==> src/rtl/edge_decode_multi_pkg.sv <==
// ---------------------------------------------------------------------------
// edge_decode_multi_pkg
// Shared definitions for the delay-line edge decoder: default tap/decode
// widths and the controller state encodings.
// ---------------------------------------------------------------------------
package edge_decode_multi_pkg;

  localparam int DEF_NUM_TAPS   = 36;
  localparam int DEF_NUM_DECODE = 8;

  typedef enum logic [1:0] {
    ST_IDLE = 2'b00,
    ST_RUN  = 2'b01,
    ST_DONE = 2'b10
  } state_t;

endpackage

==> src/rtl/edge_decode_multi_match_enc.sv <==
// ---------------------------------------------------------------------------
// edge_match_enc
// Finds every bubble-filtered transition in a captured tap vector and
// encodes the highest position (index+1) and the number of transitions
// through PIPE_STAGES register stages.
//
// Ports:
//   clk        rising-edge clock
//   rst        asynchronous active-high reset
//   i_taps     captured tap vector (NUM_TAPS bits)
//   i_falling  0 = look for 1 followed by 0s, 1 = look for 0 followed by 1s
//   o_pos      highest matching index + 1, 0 when nothing matches
//   o_count    number of matching positions
// ---------------------------------------------------------------------------
module edge_match_enc
  import edge_decode_multi_pkg::*;
#(
  parameter int NUM_TAPS    = DEF_NUM_TAPS,
  parameter int FILTER_LEN  = 4,
  parameter int PIPE_STAGES = 2,
  parameter int CW          = $clog2(NUM_TAPS + 1)
)(
  input  logic                clk,
  input  logic                rst,
  input  logic [NUM_TAPS-1:0] i_taps,
  input  logic                i_falling,
  output logic [CW-1:0]       o_pos,
  output logic [CW-1:0]       o_count
);

  // Positions whose full filter window still fits inside the tap vector.
  localparam int NM = NUM_TAPS - FILTER_LEN;

  logic [NUM_TAPS-1:0] w_taps;
  logic [NM-1:0]       w_match;
  logic [NM-1:0]       r_match;
  logic [CW-1:0]       w_pos;
  logic [CW-1:0]       w_cnt;

  // Falling mode is the rising search on the inverted vector.
  assign w_taps = i_falling ? ~i_taps : i_taps;

  // A match needs the tap set and the next FILTER_LEN taps all clear.
  always_comb begin
    w_match = '0;
    for (int i = 0; i < NM; i++) begin
      w_match[i] = w_taps[i] & ~(|w_taps[i+1 +: FILTER_LEN]);
    end
  end

  // First pipeline stage holds the per-position match vector.
  always_ff @(posedge clk or posedge rst) begin
    if (rst) r_match <= '0;
    else     r_match <= w_match;
  end

  // Ascending scan: the last hit seen is the highest position.
  always_comb begin
    w_pos = '0;
    w_cnt = '0;
    for (int i = 0; i < NM; i++) begin
      if (r_match[i]) begin
        w_pos = CW'(i + 1);
        w_cnt = w_cnt + CW'(1);
      end
    end
  end

  // Remaining stages simply delay the encoded position and count.
  generate
    if (PIPE_STAGES == 1) begin : g_noPipe
      assign o_pos   = w_pos;
      assign o_count = w_cnt;
    end else begin : g_pipe
      logic [CW-1:0] r_posPipe [PIPE_STAGES-1];
      logic [CW-1:0] r_cntPipe [PIPE_STAGES-1];

      always_ff @(posedge clk or posedge rst) begin
        if (rst) begin
          for (int k = 0; k < PIPE_STAGES - 1; k++) begin
            r_posPipe[k] <= '0;
            r_cntPipe[k] <= '0;
          end
        end else begin
          r_posPipe[0] <= w_pos;
          r_cntPipe[0] <= w_cnt;
          for (int k = 1; k < PIPE_STAGES - 1; k++) begin
            r_posPipe[k] <= r_posPipe[k-1];
            r_cntPipe[k] <= r_cntPipe[k-1];
          end
        end
      end

      assign o_pos   = r_posPipe[PIPE_STAGES-2];
      assign o_count = r_cntPipe[PIPE_STAGES-2];
    end
  endgenerate

endmodule

==> src/rtl/edge_decode_multi.sv <==
// ---------------------------------------------------------------------------
// edge_decode_multi
// Captures a thermometer-coded delay-line sample on request and reports the
// highest bubble-filtered transition, the transition count and summary flags.
//
// Ports:
//   clk         rising-edge clock
//   rst         asynchronous active-high reset
//   go          one-cycle request to capture and decode taps_in
//   falling     0 = rising-edge (1 then 0s), 1 = falling-edge (0 then 1s)
//   taps_in     delay-line sample (NUM_TAPS bits)
//   busy        decode in flight
//   finished    one-cycle pulse, results valid
//   edge_pos    highest matching index + 1, 0 if none
//   edge_count  number of matches, saturating
//   no_edge     edge_count is zero
//   multi_edge  edge_count is greater than one
// ---------------------------------------------------------------------------
module edge_decode_multi
  import edge_decode_multi_pkg::*;
#(
  parameter int NUM_TAPS    = DEF_NUM_TAPS,
  parameter int NUM_DECODE  = DEF_NUM_DECODE,
  parameter int FILTER_LEN  = 4,
  parameter int PIPE_STAGES = 2
)(
  input  logic                  clk,
  input  logic                  rst,
  input  logic                  go,
  input  logic                  falling,
  input  logic [NUM_TAPS-1:0]   taps_in,
  output logic                  busy,
  output logic                  finished,
  output logic [NUM_DECODE-1:0] edge_pos,
  output logic [NUM_DECODE-1:0] edge_count,
  output logic                  no_edge,
  output logic                  multi_edge
);

  localparam int CW = $clog2(NUM_TAPS + 1);
  localparam int SW = (CW > NUM_DECODE) ? CW : NUM_DECODE;

  generate
    if (NUM_DECODE < $clog2(NUM_TAPS + 1)) begin : g_badDecode
      $error("edge_decode_multi: NUM_DECODE too narrow for NUM_TAPS");
    end
    if (FILTER_LEN < 1 || FILTER_LEN > 8 || FILTER_LEN >= NUM_TAPS) begin : g_badFilter
      $error("edge_decode_multi: FILTER_LEN out of range");
    end
    if (PIPE_STAGES < 1 || PIPE_STAGES > 4) begin : g_badPipe
      $error("edge_decode_multi: PIPE_STAGES out of range");
    end
  endgenerate

  state_t                r_state;
  state_t                w_nextState;
  logic [2:0]            r_stageCnt;
  logic [NUM_TAPS-1:0]   r_taps;
  logic                  r_falling;
  logic                  w_accept;
  logic [CW-1:0]         w_encPos;
  logic [CW-1:0]         w_encCount;
  logic [SW-1:0]         w_cntExt;
  logic [NUM_DECODE-1:0] w_cntSat;

  // go is honoured in IDLE and DONE only; a decode in flight cannot be disturbed.
  assign w_accept = go && (r_state != ST_RUN);
  assign busy     = (r_state == ST_RUN);

  // Next-state logic for the decode controller.
  always_comb begin
    w_nextState = r_state;
    case (r_state)
      ST_IDLE: if (go) w_nextState = ST_RUN;
      ST_RUN:  if (r_stageCnt == 3'(PIPE_STAGES)) w_nextState = ST_DONE;
      ST_DONE: w_nextState = go ? ST_RUN : ST_IDLE;
      default: w_nextState = ST_IDLE;
    endcase
  end

  // State register and stage counter; the counter starts at 1 on the
  // accepting edge so DONE is reached PIPE_STAGES edges later.
  always_ff @(posedge clk or posedge rst) begin
    if (rst) begin
      r_state    <= ST_IDLE;
      r_stageCnt <= '0;
    end else begin
      r_state <= w_nextState;
      if (w_accept)                r_stageCnt <= 3'd1;
      else if (r_state == ST_RUN)  r_stageCnt <= r_stageCnt + 3'd1;
    end
  end

  // Input capture, frozen for the whole decode.
  always_ff @(posedge clk or posedge rst) begin
    if (rst) begin
      r_taps    <= '0;
      r_falling <= 1'b0;
    end else if (w_accept) begin
      r_taps    <= taps_in;
      r_falling <= falling;
    end
  end

  edge_match_enc #(
    .NUM_TAPS    (NUM_TAPS),
    .FILTER_LEN  (FILTER_LEN),
    .PIPE_STAGES (PIPE_STAGES),
    .CW          (CW)
  ) u_matchEnc (
    .clk       (clk),
    .rst       (rst),
    .i_taps    (r_taps),
    .i_falling (r_falling),
    .o_pos     (w_encPos),
    .o_count   (w_encCount)
  );

  assign w_cntExt = SW'(w_encCount);
  assign w_cntSat = (w_cntExt > SW'({NUM_DECODE{1'b1}})) ? '1 : w_cntExt[NUM_DECODE-1:0];

  // Results load only on the DONE edge and then hold until the next one.
  always_ff @(posedge clk or posedge rst) begin
    if (rst) begin
      finished   <= 1'b0;
      edge_pos   <= '0;
      edge_count <= '0;
      no_edge    <= 1'b0;
      multi_edge <= 1'b0;
    end else if (r_state == ST_DONE) begin
      finished   <= 1'b1;
      edge_pos   <= NUM_DECODE'(w_encPos);
      edge_count <= w_cntSat;
      no_edge    <= (w_cntSat == '0);
      multi_edge <= (w_cntSat > NUM_DECODE'(1));
    end else begin
      finished   <= 1'b0;
    end
  end

endmodule

==> config.mk <==
export PLATFORM = sky130hd
export DESIGN_NAME = edge_decode_multi
export DESIGN_NICKNAME = d
export VERILOG_FILES = /design/src/rtl/edge_decode_multi_pkg.sv /design/src/rtl/edge_decode_multi_match_enc.sv /design/src/rtl/edge_decode_multi.sv
export SDC_FILE = /design/constraint.sdc
export NUM_CORES = 1
export LEC_CHECK = 0
export BUFFER_PORTS_ARGS = -buffer_cell sky130_fd_sc_hd__buf_2
export CORE_UTILIZATION = 51
export CTS_BUF_LIST = sky130_fd_sc_hd__clkbuf_8 sky130_fd_sc_hd__clkbuf_16
export DETAILED_ROUTE_END_ITERATION = 12
export PLACE_DENSITY_LB_ADDON = 0.12
export RECOVER_POWER = 50
export SLEW_MARGIN = 20
export SYNTH_ARGS = -nofsm -noshare
export SYNTH_HDL_FRONTEND = slang
export SYNTH_SLANG_ARGS = --single-unit
==> constraint.sdc <==
create_clock -name clk -period 16.75 [get_ports clk]
set_input_delay 3.35 -clock clk [delete_from_list [all_inputs] [get_ports clk]]
set_output_delay 3.35 -clock clk [all_outputs]
set_load 0.005 [all_outputs]
==> impl_metrics.toml, run 1 <==
[synthesis]
netlist_area_um2 = 9920
yosysUniqueCellTypes = 94
syn_avg_cell_area_um2 = 8.78
yosysSeqAreaShare_pct = 25.5
synth_top_flop_cell = "dfrtp_1"
synth_warnings = 0
syn_inst = 1130
synth_area_leader_cell = "dfrtp_1"
synth_edf_count = 0
synth_top_area_share_pct = 25.5
async_flop_share_pct = 100
synth_seq_cells = 101
synth_area_leaders = "dfrtp_1 (25%), xnor2_1 (7.7%), mux2_2 (6.6%)"

[timing]
worst_pin_slew_ps = 2130
grt_setup_unrepaired = "false"
slew_violations = 89
setup_slack_ps = 1260
skew_ps = 11.9
fmax_ghz = 0.0645
max_slew_margin_pct = -42.5
timing_hold_violations_final = 0
finalCritPeriodShare_pct = 92.5
setup_viol = 0
setup_tns_ps = 0
finalCriticalPeriod_ps = 15490

[cts]
clockBufferDepth = 2
hold_buffers = 0
cts.clk_slew.worst_paths_ps = 70
cts_sinks = 101
clkLatencyLatePin_ps = 340
cts_root_buffer = "clkbuf_16"
tritoncts = "done"
cts_buffers = 9
h-tree-depth = 3

[worst_setup_path]
slowest_delay_ps = 410
crit_path_frequent_cell = "ha_1"
cp_data_required_time_ps = 17020
critPathKind = "reg2reg"
endpoint_kind = "flip-flop"
cp.arrival_ps = 15760
slowest_stage = "dfrtp_1"
crit_buf_inv = 2
crit_family = "adder cells"
setup.worst_path.start_class = "flip-flop"
cp_max_fo = 7

[cells_and_area]
final_cell_mix = "nand2_1 (120), dfrtp_1 (101), xnor2_1 (85)"
area_growth_pct = 7.48
fin_nets = 1221
fillers = 1763
finalNonFillerCells = 1410
drive_above_1_share_pct = 16.8
num_antenna_cells = 0
layout_commonest_cell = "nand2_1"
final_cell_area_um2 = 10700

[grt]
grt_usage_pct = 21.4
antenna_found_initial = 0
grt.busiest_layer = "met2"
grt_remaining_overflow = 0
gr-usage-met2_pct = 32.8
grt_pass1_wl_um = 35600
grt_pass1_vias = 7381
gr-usage-met3_pct = 2.16
use_met1_pct = 32.7
grt_max_degree = 53

[die]
dieHeight_um = 141
die_x_um = 141
fp.coreArea_um2 = 18900
ios = 60
die_area_um2 = 20000
rows = 50
initial_core_util_pct = 52.5

[route]
vias = 7967
via_per_inst = 5.65
routedWlPerCell_um = 14.8
first_pass_iters = 5
drt_iter0_drc = 456
drt.antenna.violating_nets = 0
routed_wl_um = 20800
drc = 0

[placement]
hpwl_um = 16100
preCtsSetupSlack_ps = 408
port_buffers = 55
dpl_cell_area_um2 = 10300
placed_cells = 1391
place_congestion = 0.871

[min_path]
min_path_type = "reg2reg"

[job]
cap_violations = 2

[outcome]
violations = "max-capacitance violations, max-slew violations"
status = "finished with violations"
## repair_timing
action	in CTS	in global routing
resized for setup	0	21
endpoints found under the setup margin	0	5
setup buffers	0	3
## metal layers
layer  vias up  wire [µm]
met3        12        647
li1       4105          -
met1      3710      10800
met4         0        146
met5         -          0
met2       140       9190
## flip-flops by register name (all words and copies together), names as in the netlist
| name | cells |
|---|---|
| u_matchEnc.o_pos | 6 |
| no_edge | 1 |
| u_matchEnc.r_match | 32 |
| r_stageCnt | 3 |
| u_matchEnc.o_count | 6 |
| edge_count | 6 |
| finished | 1 |
| multi_edge | 1 |
| r_falling | 1 |
| edge_pos | 6 |
| r_taps | 36 |
| r_state | 2 |
## final cells by class
class | instances | area, µm² | share of cell area (%)
Clock buffer | 9 | 225 | 2.11
Clock inverter | 7 | 66.3 | 0.622
Inverter | 42 | 174 | 1.63
Multi-Input combinational cell | 931 | 7040 | 66.0
Sequential cell | 101 | 2530 | 23.7
Tap cell | 260 | 325 | 3.05
Timing Repair Buffer | 60 | 308 | 2.89
## kinds of logic (layout without fill, tap and decap cells)
family	after synthesis	after routing	synth area share, %
buf+inv	101	118	4.45
fa+ha+maj	37	37	4.64
other cells	1	4	0.0378
mux	72	72	8.00
compound gates	218	218	15.0
xor+xnor	168	168	20.3
simple gates	432	432	22.1
flops	101	101	25.5
## worst reg2reg max path, delay by kind of cell, from the launching register on
kind	cells	cell delay (ps)
and+or+nand+nor	21	2520
AOI/OAI and AO/OA	21	2890
xor gates and xnor gates	14	2100
DFF	1	410
buffers and inverters	2	170
muxes	10	2210
adders and majority gates	17	5100
## cell usage after synthesis, drive strengths merged (3+ instances only)
library cell,n
or4,6
o21a,6
nand2b,14
o31a,3
xor3,4
xor2,51
nor3,38
a21o,4
nor4,13
xnor2,99
o41ai,4
nor3b,7
nor2b,11
nand3b,7
nand2,121
a2111oi,3
o22ai,6
ha,36
mux2,58
and3,10
o21ai,46
o21bai,9
xnor3,14
nand4,19
o31ai,26
inv,42
dfrtp,101
a221oi,6
o32ai,7
mux2i,14
a21oi,43
nor4b,3
or3,7
nand4b,3
nor2,80
a211oi,6
clkbuf,40
o211ai,8
nand3,68
a31oi,13
and2,15
buf,19
## metrics by stage
stage | hold WS, ps | utilization, %
2_1_floorplan | 373 | -
3_3_place_gp | 458 | 54.4
6_report | 482 | 56.4
4_1_cts | 486 | 56.0
3_5_place_dp | 468 | 54.4
5_1_grt | 495 | 56.4
## worst paths after layout
| check | from | to | slack, ps | cells past startpoint |
|---|---|---|---|---|
| max reg2reg | u_matchEnc.r_match[1] | u_matchEnc.o_count[4] | 1260 | 85 |
| max | u_matchEnc.r_match[1] | u_matchEnc.o_count[4] | 1260 | 85 |
| min | u_matchEnc.o_pos[5] | edge_pos[5] | 480 | 1 |
| min in group asynchronous | rst | r_taps[35] | 3560 | 2 |
| max in group asynchronous | rst | u_matchEnc.r_match[22] | 11780 | 3 |
| min reg2reg | u_matchEnc.o_pos[5] | edge_pos[5] | 480 | 1 |
Power of run 1 is not shown: default switching activity piles up to over one toggle a cycle in this logic, so the estimate is an artifact.
==> inputs of run 2 (changes only) <==
--- a/config.mk
+++ b/config.mk
@@ -6,6 +6,7 @@
 export NUM_CORES = 1
 export LEC_CHECK = 0
 export BUFFER_PORTS_ARGS = -buffer_cell sky130_fd_sc_hd__buf_2
+export CORE_MARGIN = 3
 export CORE_UTILIZATION = 51
 export CTS_BUF_LIST = sky130_fd_sc_hd__clkbuf_8 sky130_fd_sc_hd__clkbuf_16
 export DETAILED_ROUTE_END_ITERATION = 12
==> impl_metrics.toml, run 2 (same netlist as run 1, synthesis figures left out) <==
[worst_setup_path]
cp_max_fo = 7
setup.worst_path.start_class = "flip-flop"
slowest_delay_ps = 440
cp.arrival_ps = 15820
crit_path_frequent_cell = "ha_1"
critPathKind = "reg2reg"
cp_data_required_time_ps = 17020
endpoint_kind = "flip-flop"
slowest_stage = "or3_4"

[timing]
max_slew_margin_pct = -44.3
setup_tns_ps = 0
finalCriticalPeriod_ps = 15540
timing_hold_violations_final = 0
fmax_ghz = 0.0643
worst_pin_slew_ps = 2150
setup_viol = 0
timing.hold.ws_ps = 481
slew_violations = 52
finalCritPeriodShare_pct = 92.8
skew_ps = 9.82

[route]
drc = 0
drt_iter0_drc = 525
vias = 8110
routedWlPerCell_um = 15.0
drt.antenna.violating_nets = 0
via_per_inst = 5.74
routed_wl_um = 21200
first_pass_iters = 6

[placement]
place_congestion = 0.829
placed_cells = 1391
hpwl_um = 16200
dpl_cell_area_um2 = 10300
port_buffers = 55

[cts]
clkLatencyLatePin_ps = 350
cts_buffers = 9
h-tree-depth = 3
clockBufferDepth = 2
hold_buffers = 0
cts_sinks = 101
tritoncts = "done"
cts.clk_slew.worst_paths_ps = 80
cts_root_buffer = "clkbuf_16"

[cells_and_area]
fin_nets = 1225
top_regs = "r_taps: 36 flops, u_matchEnc.r_match: 32 flops"
layout_commonest_cell = "nand2_1"
num_antenna_cells = 0
final_cell_area_um2 = 10700
drive_above_1_share_pct = 17.1
largest_reg_flops = 36
area_growth_pct = 7.64
finalNonFillerCells = 1414
top_register = "r_taps"
final_cell_mix = "nand2_1 (120), dfrtp_1 (101), xnor2_1 (84)"

[grt]
grt_remaining_overflow = 0
antenna_found_initial = 0
grt_max_degree = 52
grt_usage_pct = 19.8
grt_pass1_wl_um = 36200
grt_pass1_vias = 7515

[min_path]
min_path_type = "reg2reg"

[job]
cap_violations = 1

[outcome]
violations = "max-capacitance violations, max-slew violations"
status = "finished with violations"

[die]
fp.coreArea_um2 = 18900
dieHeight_um = 145
die_area_um2 = 21200
rows = 50
die_x_um = 145
ios = 60
initial_core_util_pct = 52.5
[run 2: area by class of cell]
type | instances | area, µm²
clock buffer | 9 | 225
clock inverter | 7 | 60.1
fill | 1740 | 8220
inverter | 42 | 174
multi-input combinational | 931 | 7020
sequential | 101 | 2530
tap | 260 | 325
timing repair buffer | 64 | 342
[run 2: layer usage]
metal,vias to the layer above,GRT usage (%),share of wire [%]
met5,-,0,0
met4,0,4.70,1.2
met3,15,1.81,3.2
met2,165,31.3,44
met1,3830,29.5,52
li1,4100,-,-
[run 2: worst paths after layout]
path / startpoint / end / slack [ps] / cells after the start
max in group asynchronous: rst / u_matchEnc.r_match[23] / 11770 / 3
hold / removal: u_matchEnc.o_pos[0] / edge_pos[0] / 480 / 1
hold reg to reg: u_matchEnc.o_pos[0] / edge_pos[0] / 480 / 1
min in group asynchronous: rst / r_taps[34] / 3570 / 2
setup reg to reg: u_matchEnc.r_match[0] / u_matchEnc.o_count[4] / 1210 / 85
setup / recovery: u_matchEnc.r_match[0] / u_matchEnc.o_count[4] / 1210 / 85
[run 2: stage by stage]
| stage | worst slack [ps] | util [%] |
|---|---|---|
| floorplan | 1870 | - |
| finish | 1210 | 56.5 |
| global route | -57.0 | 56.5 |
| global placement | 862 | 54.4 |
| CTS | 249 | 55.9 |
| detailed placement | 361 | 54.4 |
[run 2: what timing repair did]
item                       CTS  global route
setup buffers                0             7
hold endpoints to repair     0             0
gates resized for setup      0            19
setup endpoints to repair    0             5
[run 2: critical path, delay by kind of cell, from the launching register on]
kind	cells	cell delay, ps
flops	1	420
simple gates	21	2730
buf+inv	2	160
compound gates	21	2690
mux	10	2200
xor+xnor	14	2160
fa+ha+maj	17	5100
Power of run 2 is left out for the same reason.
